--- src/rtl/load_writeback.sv ---
// MEM/WB pipeline stage: registers memory-stage results and aligns/extends BRAM load data.
// Load data is latched internally on stall so the BRAM output may change while WB is frozen.
module load_writeback #(
    parameter int DATA_WIDTH     = 32,
    parameter int RD_WIDTH       = 5,
    parameter int MEM_MODE_WIDTH = 2
) (
    input  logic                      clk,
    input  logic                      rst_n,
    input  logic                      stall,
    input  logic                      flush,
    input  logic                      mem_valid,
    input  logic                      mem_read,
    input  logic [MEM_MODE_WIDTH-1:0] mem_mode,
    input  logic                      mem_unsigned,
    input  logic [1:0]                mem_addr_lo,
    input  logic [DATA_WIDTH-1:0]     mem_alu_res,
    input  logic [RD_WIDTH-1:0]       mem_rd,
    input  logic                      mem_reg_write,
    input  logic [DATA_WIDTH-1:0]     dcache_rdata,
    output logic                      wb_valid,
    output logic                      wb_reg_write,
    output logic [RD_WIDTH-1:0]       wb_rd,
    output logic [DATA_WIDTH-1:0]     wb_data,
    output logic                      wb_misalign
);

    // state    | meaning
    // ST_EMPTY | no instruction in WB
    // ST_LIVE  | entry valid, load data taken from dcache_rdata this cycle
    // ST_HELD  | entry valid and stalled, load data taken from r_hold
    typedef enum logic [1:0] {
        ST_EMPTY = 2'd0,
        ST_LIVE  = 2'd1,
        ST_HELD  = 2'd2
    } state_t;

    localparam logic [MEM_MODE_WIDTH-1:0] MEM_BYTE  = MEM_MODE_WIDTH'(0);
    localparam logic [MEM_MODE_WIDTH-1:0] MEM_HWORD = MEM_MODE_WIDTH'(1);
    localparam logic [MEM_MODE_WIDTH-1:0] MEM_WORD  = MEM_MODE_WIDTH'(2);

    state_t                    r_state;
    logic                      r_read;
    logic [MEM_MODE_WIDTH-1:0] r_mode;
    logic                      r_unsigned;
    logic [1:0]                r_off;
    logic [DATA_WIDTH-1:0]     r_alu_res;
    logic [RD_WIDTH-1:0]       r_rd;
    logic                      r_reg_write;
    logic [DATA_WIDTH-1:0]     r_hold;

    logic [7:0]                w_byte;
    logic [15:0]               w_half;
    logic [DATA_WIDTH-1:0]     w_aligned;
    logic                      w_valid;

    always_comb begin
        w_byte = 8'h00;
        case (r_off)
            2'd0: w_byte = dcache_rdata[7:0];
            2'd1: w_byte = dcache_rdata[15:8];
            2'd2: w_byte = dcache_rdata[23:16];
            2'd3: w_byte = dcache_rdata[31:24];
            default: w_byte = 8'h00;
        endcase
        w_half = r_off[1] ? dcache_rdata[31:16] : dcache_rdata[15:0];

        w_aligned = '0;
        case (r_mode)
            MEM_BYTE:  w_aligned = {{(DATA_WIDTH-8){~r_unsigned & w_byte[7]}}, w_byte};
            MEM_HWORD: w_aligned = r_off[0] ? '0
                                 : {{(DATA_WIDTH-16){~r_unsigned & w_half[15]}}, w_half};
            MEM_WORD:  w_aligned = dcache_rdata;
            default:   w_aligned = '0;
        endcase
    end

    always_ff @(posedge clk or negedge rst_n) begin
        if (!rst_n) begin
            r_state     <= ST_EMPTY;
            r_read      <= 1'b0;
            r_mode      <= '0;
            r_unsigned  <= 1'b0;
            r_off       <= 2'b00;
            r_alu_res   <= '0;
            r_rd        <= '0;
            r_reg_write <= 1'b0;
            r_hold      <= '0;
        end else if (flush) begin
            r_state <= ST_EMPTY;
        end else if (stall) begin
            // Only the first stalled cycle samples the BRAM; later cycles keep the copy.
            if (r_state == ST_LIVE) begin
                r_state <= ST_HELD;
                r_hold  <= w_aligned;
            end
        end else begin
            r_state     <= mem_valid ? ST_LIVE : ST_EMPTY;
            r_read      <= mem_read;
            r_mode      <= mem_mode;
            r_unsigned  <= mem_unsigned;
            r_off       <= mem_addr_lo;
            r_alu_res   <= mem_alu_res;
            r_rd        <= mem_rd;
            r_reg_write <= mem_reg_write;
        end
    end

    assign w_valid      = (r_state != ST_EMPTY);
    assign wb_valid     = w_valid;
    assign wb_reg_write = w_valid & r_reg_write & (r_rd != '0);
    assign wb_rd        = w_valid ? r_rd : '0;
    assign wb_misalign  = w_valid & r_read & (r_mode == MEM_HWORD) & r_off[0];

    always_comb begin
        wb_data = '0;
        if (w_valid) begin
            if (!r_read)
                wb_data = r_alu_res;
            else if (r_state == ST_HELD)
                wb_data = r_hold;
            else
                wb_data = w_aligned;
        end
    end

endmodule

--- config.mk ---
export PLATFORM = sky130hd
export DESIGN_NAME = load_writeback
export DESIGN_NICKNAME = d
export VERILOG_FILES = /design/src/rtl/load_writeback.sv
export SDC_FILE = /design/constraint.sdc
export NUM_CORES = 1
export LEC_CHECK = 0
export BUFFER_PORTS_ARGS = -buffer_cell sky130_fd_sc_hd__buf_4
export CAP_MARGIN = 20
export CORE_MARGIN = 2
export CORE_UTILIZATION = 53
export DETAILED_ROUTE_END_ITERATION = 6
export PLACE_DENSITY = 0.78
export SYNTH_ARGS = -nofsm -noshare
export SYNTH_HDL_FRONTEND = slang
export SYNTH_SLANG_ARGS = --single-unit
--- constraint.sdc ---
create_clock -name clk -period 2.6 [get_ports clk]
set_clock_uncertainty 0.15 [all_clocks]
set_input_delay 0.26 -clock clk [delete_from_list [all_inputs] [get_ports clk]]
set_output_delay 0.26 -clock clk [all_outputs]
set_load 0.005 [all_outputs]
### After elaboration in Yosys (flattened, before gate mapping)

Cells that the tools add are included.

* flip-flop bits (word level): 78
* input bits: 81
* output and inout bits: 40
* logic and storage cells: 45

* eq/ne operators: 8
* mux-type cells: 12
* bitwise gates (word level): 10
* reduce and logical (&&, ||, !) cells: 6

Operators with widths (count)
* 32-bit two-way mux: 4
* 32-bit one-hot mux with 3 select lines: 1
* 8-bit one-hot mux with 4 select lines: 1
* 16-bit two-way mux: 1
* 2-bit == test (second input constant): 4
* 1-bit bitwise AND: 7
* 2-bit by 1-bit == test with 1-bit output (second input constant): 3
* 2-bit two-way mux: 3
* 5-bit two-way mux: 1
* 5-bit nonzero test: 1
* 2-bit zero test: 2
* 3-bit by 1-bit inequality test with 1-bit output (second input constant): 1
* 1-bit NOT: 3
* 3-bit AND reduction: 1
* 2-bit AND reduction: 1
* 2-bit nonzero test: 1
* 1-bit two-way mux: 1

### Depth between registers and ports, before layout

Gate-level depths: netlist (run 1).

* depth after elaboration: 7
* mapped depth: 7
* gate-level depth less buffers: 4

### Least setup slack after synthesis (run 1)

OpenSTA, ideal clock, no wires.

* path kind: register to output
* from: register r_mode[0]
* to: output port wb_data[24]
* arrival: 1.577 ns
* required time: 2.190 ns
* setup slack: 0.613 ns
* stages on the path, launching flop included: 6
* path buffers: 1
* cells stage by stage: dfrtp_1 > or4_1 > o21ai_2 > buf_4 > nor3b_1 > o21ai_1

* word-level cells in the longest chain between the ends: 5
* elaborated cells between the ends (all ways): 7
* those cells by class: eq/ne (2); mux (4); reduce/logical (1)

RTL lines
* start, declared: RTL line 44 `logic [MEM_MODE_WIDTH-1:0] r_mode;`
* start signal, assigned: RTL line 100 `r_mode <= mem_mode;`
* 2-bit == test (tied with other cells): RTL line 69 `case (r_mode)`
* 32-bit one-hot mux with 3 select lines *: RTL line 69
* 32-bit two-way mux *: RTL line 120 `else if (r_state == ST_HELD)`
* 32-bit two-way mux *: RTL line 118 `if (!r_read)`
* 32-bit two-way mux *: RTL line 117 `if (w_valid) begin`
* end, declared: RTL line 24 `output logic [DATA_WIDTH-1:0] wb_data,`

Every way passes the cells marked *; elsewhere a longest branch is shown, timed or not.

### Worst setup path after layout (run 1)

* from: register r_mode[0]
* to: output port wb_data[23]

Same word-level chain as after synthesis.

==> impl_metrics.json, run 1 <==
{
  "run_status": "finished clean",
  "hpwl_mm": 8.68,
  "netSwitchingPower_mw": 1.10,
  "whs_ns": 0.00290,
  "dp_cells": 677,
  "slew_viol_final": 0,
  "r2r_cells": 6,
  "clockRootBuffer": "clkbuf_8",
  "crit_path_max_incr_delay_ns": 0.59,
  "grt_setup_unrepaired": "false",
  "startpoint_type": "flop",
  "synth-edff-count": 0,
  "grt_pass1_vias": 4047,
  "drcViolationCount": 0,
  "postCtsSetupBuffers": 0,
  "nets": 709,
  "syn_nets": 551,
  "path_buf_inv": 2,
  "yosysWarnings": 0,
  "endpoint_kind": "output port",
  "die_h_um": 95.3,
  "yosysTopAreaCellShare": 0.442,
  "netlist.top_cell.by_area": "dfrtp_1",
  "cp_max_fo": 16,
  "clk_pin_slew_worst_paths_ns": 0.09,
  "clock_sinks": 78,
  "max_slew.worst_pin.slew_ns": 0.986,
  "grt_pass1_wl_mm": 20.0,
  "clockBufferDepth": 2,
  "worstSetupPathType": "reg -> out",
  "wl_per_cell_um": 17.1,
  "globalplace.congestion": 0.845,
  "fillers": 579,
  "grt_remaining_overflow": 0,
  "multi_input_area_mm2": 0.00227,
  "reg2reg_slack_ns": 0.54,
  "io_buffers": 120,
  "p_leak_nw": 2.81,
  "p_per_area_mw_per_mm2": 580,
  "initial_core_util": 0.543,
  "synth_commonest_cells": "dfrtp_1 (78), a21oi_1 (50), nand2_1 (48)",
  "drt-vias-per-instance": 5.58,
  "synth_area_leaders": "dfrtp_1 (44%), mux2_2 (11%), a21oi_1 (5.7%)",
  "cts_buffers": 9,
  "cp_cell_sequence": "or4_1, o21ai_2, buf_6, nor3b_1, o21ai_0, buf_4",
  "slew_headroom": 0.343,
  "synth.most_common_cell": "dfrtp_1",
  "slowest_stage": "or4_1",
  "design.core.area_mm2": 0.00813,
  "min_path_cells": 3,
  "ant_nets": 0,
  "insertion_delay_ns": 0.36,
  "max_cap_viol_count": 0,
  "pwr-share-clk": 0.269,
  "vias": 4117,
  "ir_drop_uv": 366,
  "drive_gt1_frac": 0.354,
  "synth.ff_latch_count": 78,
  "worstReg2RegEnd": "r_hold[16]",
  "syn2layout_area_growth_pct": 39.2,
  "synthCells": 470,
  "p_int_mw": 2.46,
  "hold_path_end": "r_state[0]",
  "ios": 121,
  "tns_ns": 0,
  "grt_max_degree": 79,
  "cts_tree": "yes",
  "seqCellArea_mm2": 0.00195,
  "async_flop_share": 1.00,
  "synth-main-ff-cell": "dfrtp_1",
  "routed_wl_mm": 12.6,
  "drt_iter0_drc": 246,
  "synthDistinctLibCells": 40,
  "crit_required_ns": 2.19,
  "power_mw": 3.57,
  "stdcell_count": 738,
  "arrival_ns": 2.11,
  "crit_start": "r_mode[0]",
  "dr.pass1.iters": 5,
  "swShare": 0.310,
  "combPwrFrac": 0.281,
  "period_share": 0.969,
  "fp.dieArea_mm2": 0.00908,
  "setup_viol": 0,
  "synth-seq-area-share": 0.442,
  "min_period_ns": 2.52,
  "antenna_found_initial": 0,
  "hold_viol": 0,
  "netlist_area_mm2": 0.00442,
  "diodes": 0,
  "track_usage": 0.288,
  "fmax_ghz": 0.397,
  "fp-row-count": 33,
  "timing.rr.start": "r_state[1]",
  "sequentialPowerShare": 0.451,
  "syn_avg_cell_area_um2": 9.39,
  "die_w_um": 95.3,
  "cp_top_family": "simple AND/OR/NAND/NOR gates",
  "htree_levels": 3,
  "min_from": "mem_valid",
  "worstHoldPathType": "in -> reg"
}
## what timing repair did
action                                  4_1_cts  5_1_grt
endpoints found under the setup margin        0       25
hold buffers                                 45        0
gates resized for setup                       0       10
hold endpoints to repair                    123        0
## how the worst max path moves through the flow
stage,end,slack (ns),depth (start not counted)
final,wb_data[23],0.08,6
after global routing,wb_data[23],0.01,6
after CTS,wb_data[19],0.01,7
after detailed placement,wb_data[19],0.41,7
after global placement,wb_data[23],0.49,6
after floorplan,wb_data[24],0.61,5
## layout make-up
| class | count | area share |
|---|---|---|
| Clock inverter | 5 | 0.00937 |
| Tap cell | 105 | 0.0214 |
| Clock buffer | 11 | 0.0246 |
| Sequential cell | 78 | 0.318 |
| Timing Repair Buffer | 186 | 0.247 |
| Multi-Input combinational cell | 335 | 0.369 |
| Inverter | 18 | 0.0110 |
## stage by stage
stage               worst slack (ns)  cell area (µm²)   util
global placement               0.485             5450  0.670
finish                        0.0800             6140  0.755
CTS                          0.00982             6110  0.751
floorplan                      0.613             4420      -
global route                 0.00976             6140  0.755
detailed placement             0.408             5450  0.670
## flip-flops by register name (all words and copies together) (netlist names)
name and cells:
r_state 2, r_unsigned 1, r_mode 2, r_hold 32, r_reg_write 1, r_read 1, r_rd 5, r_alu_res 32
r_off 2
## cells by family after synthesis
family,Yosys count,synth area share
buffers and inverters,57,0.0555
multiplexers,57,0.144
AO/OA/AOI/OAI,143,0.213
AND/OR/NAND/NOR,135,0.145
flip-flops,78,0.442
## cell usage in the layout (no fill, tap or decap), types with 2 or more instances in the layout
cell type,instances
a21boi_0,16
a21o_1,13
a21oi_1,50
a21oi_2,10
a221oi_1,3
a2bb2oi_1,5
a32oi_1,3
and2_1,6
buf_4,139
buf_6,2
clkbuf_8,11
clkinvlp_4,3
dfrtp_1,77
dlygate4sd3_1,45
inv_1,18
mux2_2,43
mux2i_1,11
nand2_1,48
nand2b_1,5
nor2_1,43
nor2_4,2
nor2b_1,4
nor3_1,4
nor3b_1,14
o21ai_0,8
o21ai_1,10
o22a_1,5
o22ai_1,16
## tightest hold or removal path, cell delays in order
cell      delay [ns]
buf_4           0.11
nand2b_1        0.06
a21oi_1         0.05
## power groups by stage
stage               Combinational, mW  Clock [mW]  Sequential, mW
CTS                             0.980       0.962            1.60
detailed placement              0.922           0            1.62
global placement                0.893           0            1.60
global route                     1.11        1.01            1.64
finish                           1.00       0.958            1.61
floorplan                       0.605           0            1.58
## routing by layer
layer,global-route usage,share of wire,vias to the layer above
li1,-,-,1960
met1,0.372,0.41,1966
met2,0.487,0.51,172
met3,0.0553,0.070,19
met4,0.0954,0.016,0
met5,0,0,-
No activity file was read; power rests on OpenSTA's default activity.
==> run 2: changes to the inputs <==
--- a/config.mk
+++ b/config.mk
@@ -5,7 +5,7 @@
 export SDC_FILE = /design/constraint.sdc
 export NUM_CORES = 1
 export LEC_CHECK = 0
-export BUFFER_PORTS_ARGS = -buffer_cell sky130_fd_sc_hd__buf_4
+export BUFFER_PORTS_ARGS = -buffer_cell sky130_fd_sc_hd__buf_2
 export CAP_MARGIN = 20
 export CORE_MARGIN = 2
 export CORE_UTILIZATION = 53
==> run 2 against run 1 <==
  * Critical path depth down 1
  * Utilization down 4.5 points
  * Worst setup slack better by 0.022 ns
  * Global-route usage down 0.91 points
  * First-iteration DRC count down 40%
  * Final cell count down 1.2%
  * Largest cell class unchanged
  * Largest power group unchanged
==> impl_metrics.json, run 2 (synthesis gave the netlist of run 1 again) <==
{
  "run_status": "finished clean",
  "grt_remaining_overflow": 0,
  "io_buffers": 120,
  "cp_cell_sequence": "mux4_2, nor4b_2, nor2_4, a21oi_1, buf_2",
  "cts_buffers": 9,
  "slowest_stage": "mux4_2",
  "ant_nets": 0,
  "cp_max_fo": 8,
  "cts_tree": "yes",
  "design.core.area_mm2": 0.00813,
  "tns_ns": 0,
  "worst_slack_ns": 0.102,
  "clock_sinks": 78,
  "vias": 4038,
  "drcViolationCount": 0,
  "wl_per_cell_um": 16.5,
  "grt_pass1_vias": 3988,
  "syn2layout_area_growth_pct": 30.9,
  "period_share": 0.961,
  "startpoint_type": "flop",
  "endpoint_kind": "output port",
  "crit_required_ns": 2.19,
  "power_mw": 3.50,
  "clockRootBuffer": "clkbuf_8",
  "insertion_delay_ns": 0.35,
  "p_leak_nw": 2.72,
  "grt_max_degree": 79,
  "min_period_ns": 2.50,
  "antenna_found_initial": 0,
  "crit_path_max_incr_delay_ns": 0.52,
  "nets": 702,
  "slew_viol_final": 0,
  "utilization": 0.710,
  "p_per_area_mw_per_mm2": 606,
  "grt_setup_unrepaired": "false",
  "setup_viol": 0,
  "worstSetupPathType": "reg -> out",
  "hpwl_mm": 8.51,
  "die_w_um": 95.3,
  "die_h_um": 95.3,
  "clockBufferDepth": 2,
  "htree_levels": 3,
  "final_cell_mix": "buf_2 (119), dfrtp_1 (76), a21oi_1 (50)",
  "max_slew.worst_pin.slew_ns": 0.954,
  "clk_pin_slew_worst_paths_ns": 0.08,
  "fmax_ghz": 0.400,
  "top_regs": "r_alu_res (32), r_hold (32), r_rd (5)",
  "drive_gt1_frac": 0.353,
  "dr.pass1.iters": 4,
  "arrival_ns": 2.09,
  "slew_headroom": 0.363,
  "diodes": 0,
  "track_usage": 0.279,
  "max_cap_viol_count": 0,
  "whs_ns": 0.00343,
  "drt-vias-per-instance": 5.54,
  "post-place-ws_ns": 0.355,
  "grt_pass1_wl_mm": 19.4,
  "ios": 121,
  "reg2reg_slack_ns": 0.36,
  "drt_iter0_drc": 148,
  "routed_wl_mm": 12.0,
  "fp.dieArea_mm2": 0.00908,
  "globalplace.congestion": 0.854,
  "final_common_cell": "buf_2",
  "hold_viol": 0,
  "fp-row-count": 33,
  "ir_drop_uv": 350,
  "initial_core_util": 0.543,
  "worstHoldPathType": "in -> reg"
}
## run 2: cell count changes in the layout (fill, tap and decap cells not counted), moves of 2 or more
cell | previous run | this run
buf_2 | 0 | 119
buf_4 | 139 | 18
clkbuf_8 | 11 | 9
clkinvlp_4 | 3 | 0
dlygate4sd3_1 | 45 | 40
mux2i_1 | 11 | 13
o21ai_0 | 8 | 10
o21ai_1 | 10 | 8
## run 2: worst paths after layout
kind | start | endpoint | cells after the start
setup / recovery | r_off[1] | wb_data[15] | 5
hold / removal | mem_rd[2] | r_rd[2] | 2
setup reg to reg | r_off[1] | r_hold[18] | 4
hold reg to reg | r_alu_res[3] | r_alu_res[3] | 1
max in group asynchronous | rst_n | r_mode[1] | 3
min in group asynchronous | rst_n | r_reg_write | 3
## run 2: where the power goes
group / leakage [nW] / switching, mW / internal (mW)
logic: 1.70 / 0.469 / 0.455
clock network: 0.102 / 0.431 / 0.531
registers: 0.917 / 0.158 / 1.46
total: 2.72 / 1.06 / 2.44
## run 2: layer usage
metal / up-vias / track usage / wire, µm / part of all wire
li1: 1939 / - / - / -
met4: 0 / 0.0990 / 230 / 0.019
met1: 1931 / 0.365 / 5190 / 0.43
met3: 20 / 0.0411 / 703 / 0.058
met2: 148 / 0.472 / 5920 / 0.49
met5: - / 0 / 0 / 0
## run 2: repair_timing
| action | in CTS | in global routing |
|---|---|---|
| hold buffers | 39 | 1 |
| setup buffers | 0 | 1 |
| resized for setup | 1 | 6 |
| cloned | 0 | 0 |
| hold endpoints to repair | 116 | 1 |
| endpoints found under the setup margin | 8 | 24 |
## run 2: stage by stage
stage / instance area, µm² / std cells
2_1_floorplan: 4420 / 470
3_3_place_gp: 5140 / 674
3_5_place_dp: 5140 / 674
4_1_cts: 5740 / 727
5_1_grt: 5780 / 729
6_report: 5780 / 729
## run 2: cell type report
type / count / area [µm²]
Multi-Input combinational cell: 335 / 2260
Sequential cell: 78 / 1950
Tap cell: 105 / 131
Inverter: 18 / 67.6
Timing Repair Buffer: 179 / 1160
Fill cell: 656 / 2360
Clock inverter: 4 / 73.8
Clock buffer: 10 / 128
## run 2: critical path: cells and delay by family, from the launching register on
kind	cells	cell delay, ns
buffers and inverters	1	0.15
flip-flops	1	0.48
AO/OA/AOI/OAI	1	0.13
multiplexers	1	0.52
AND/OR/NAND/NOR	2	0.46
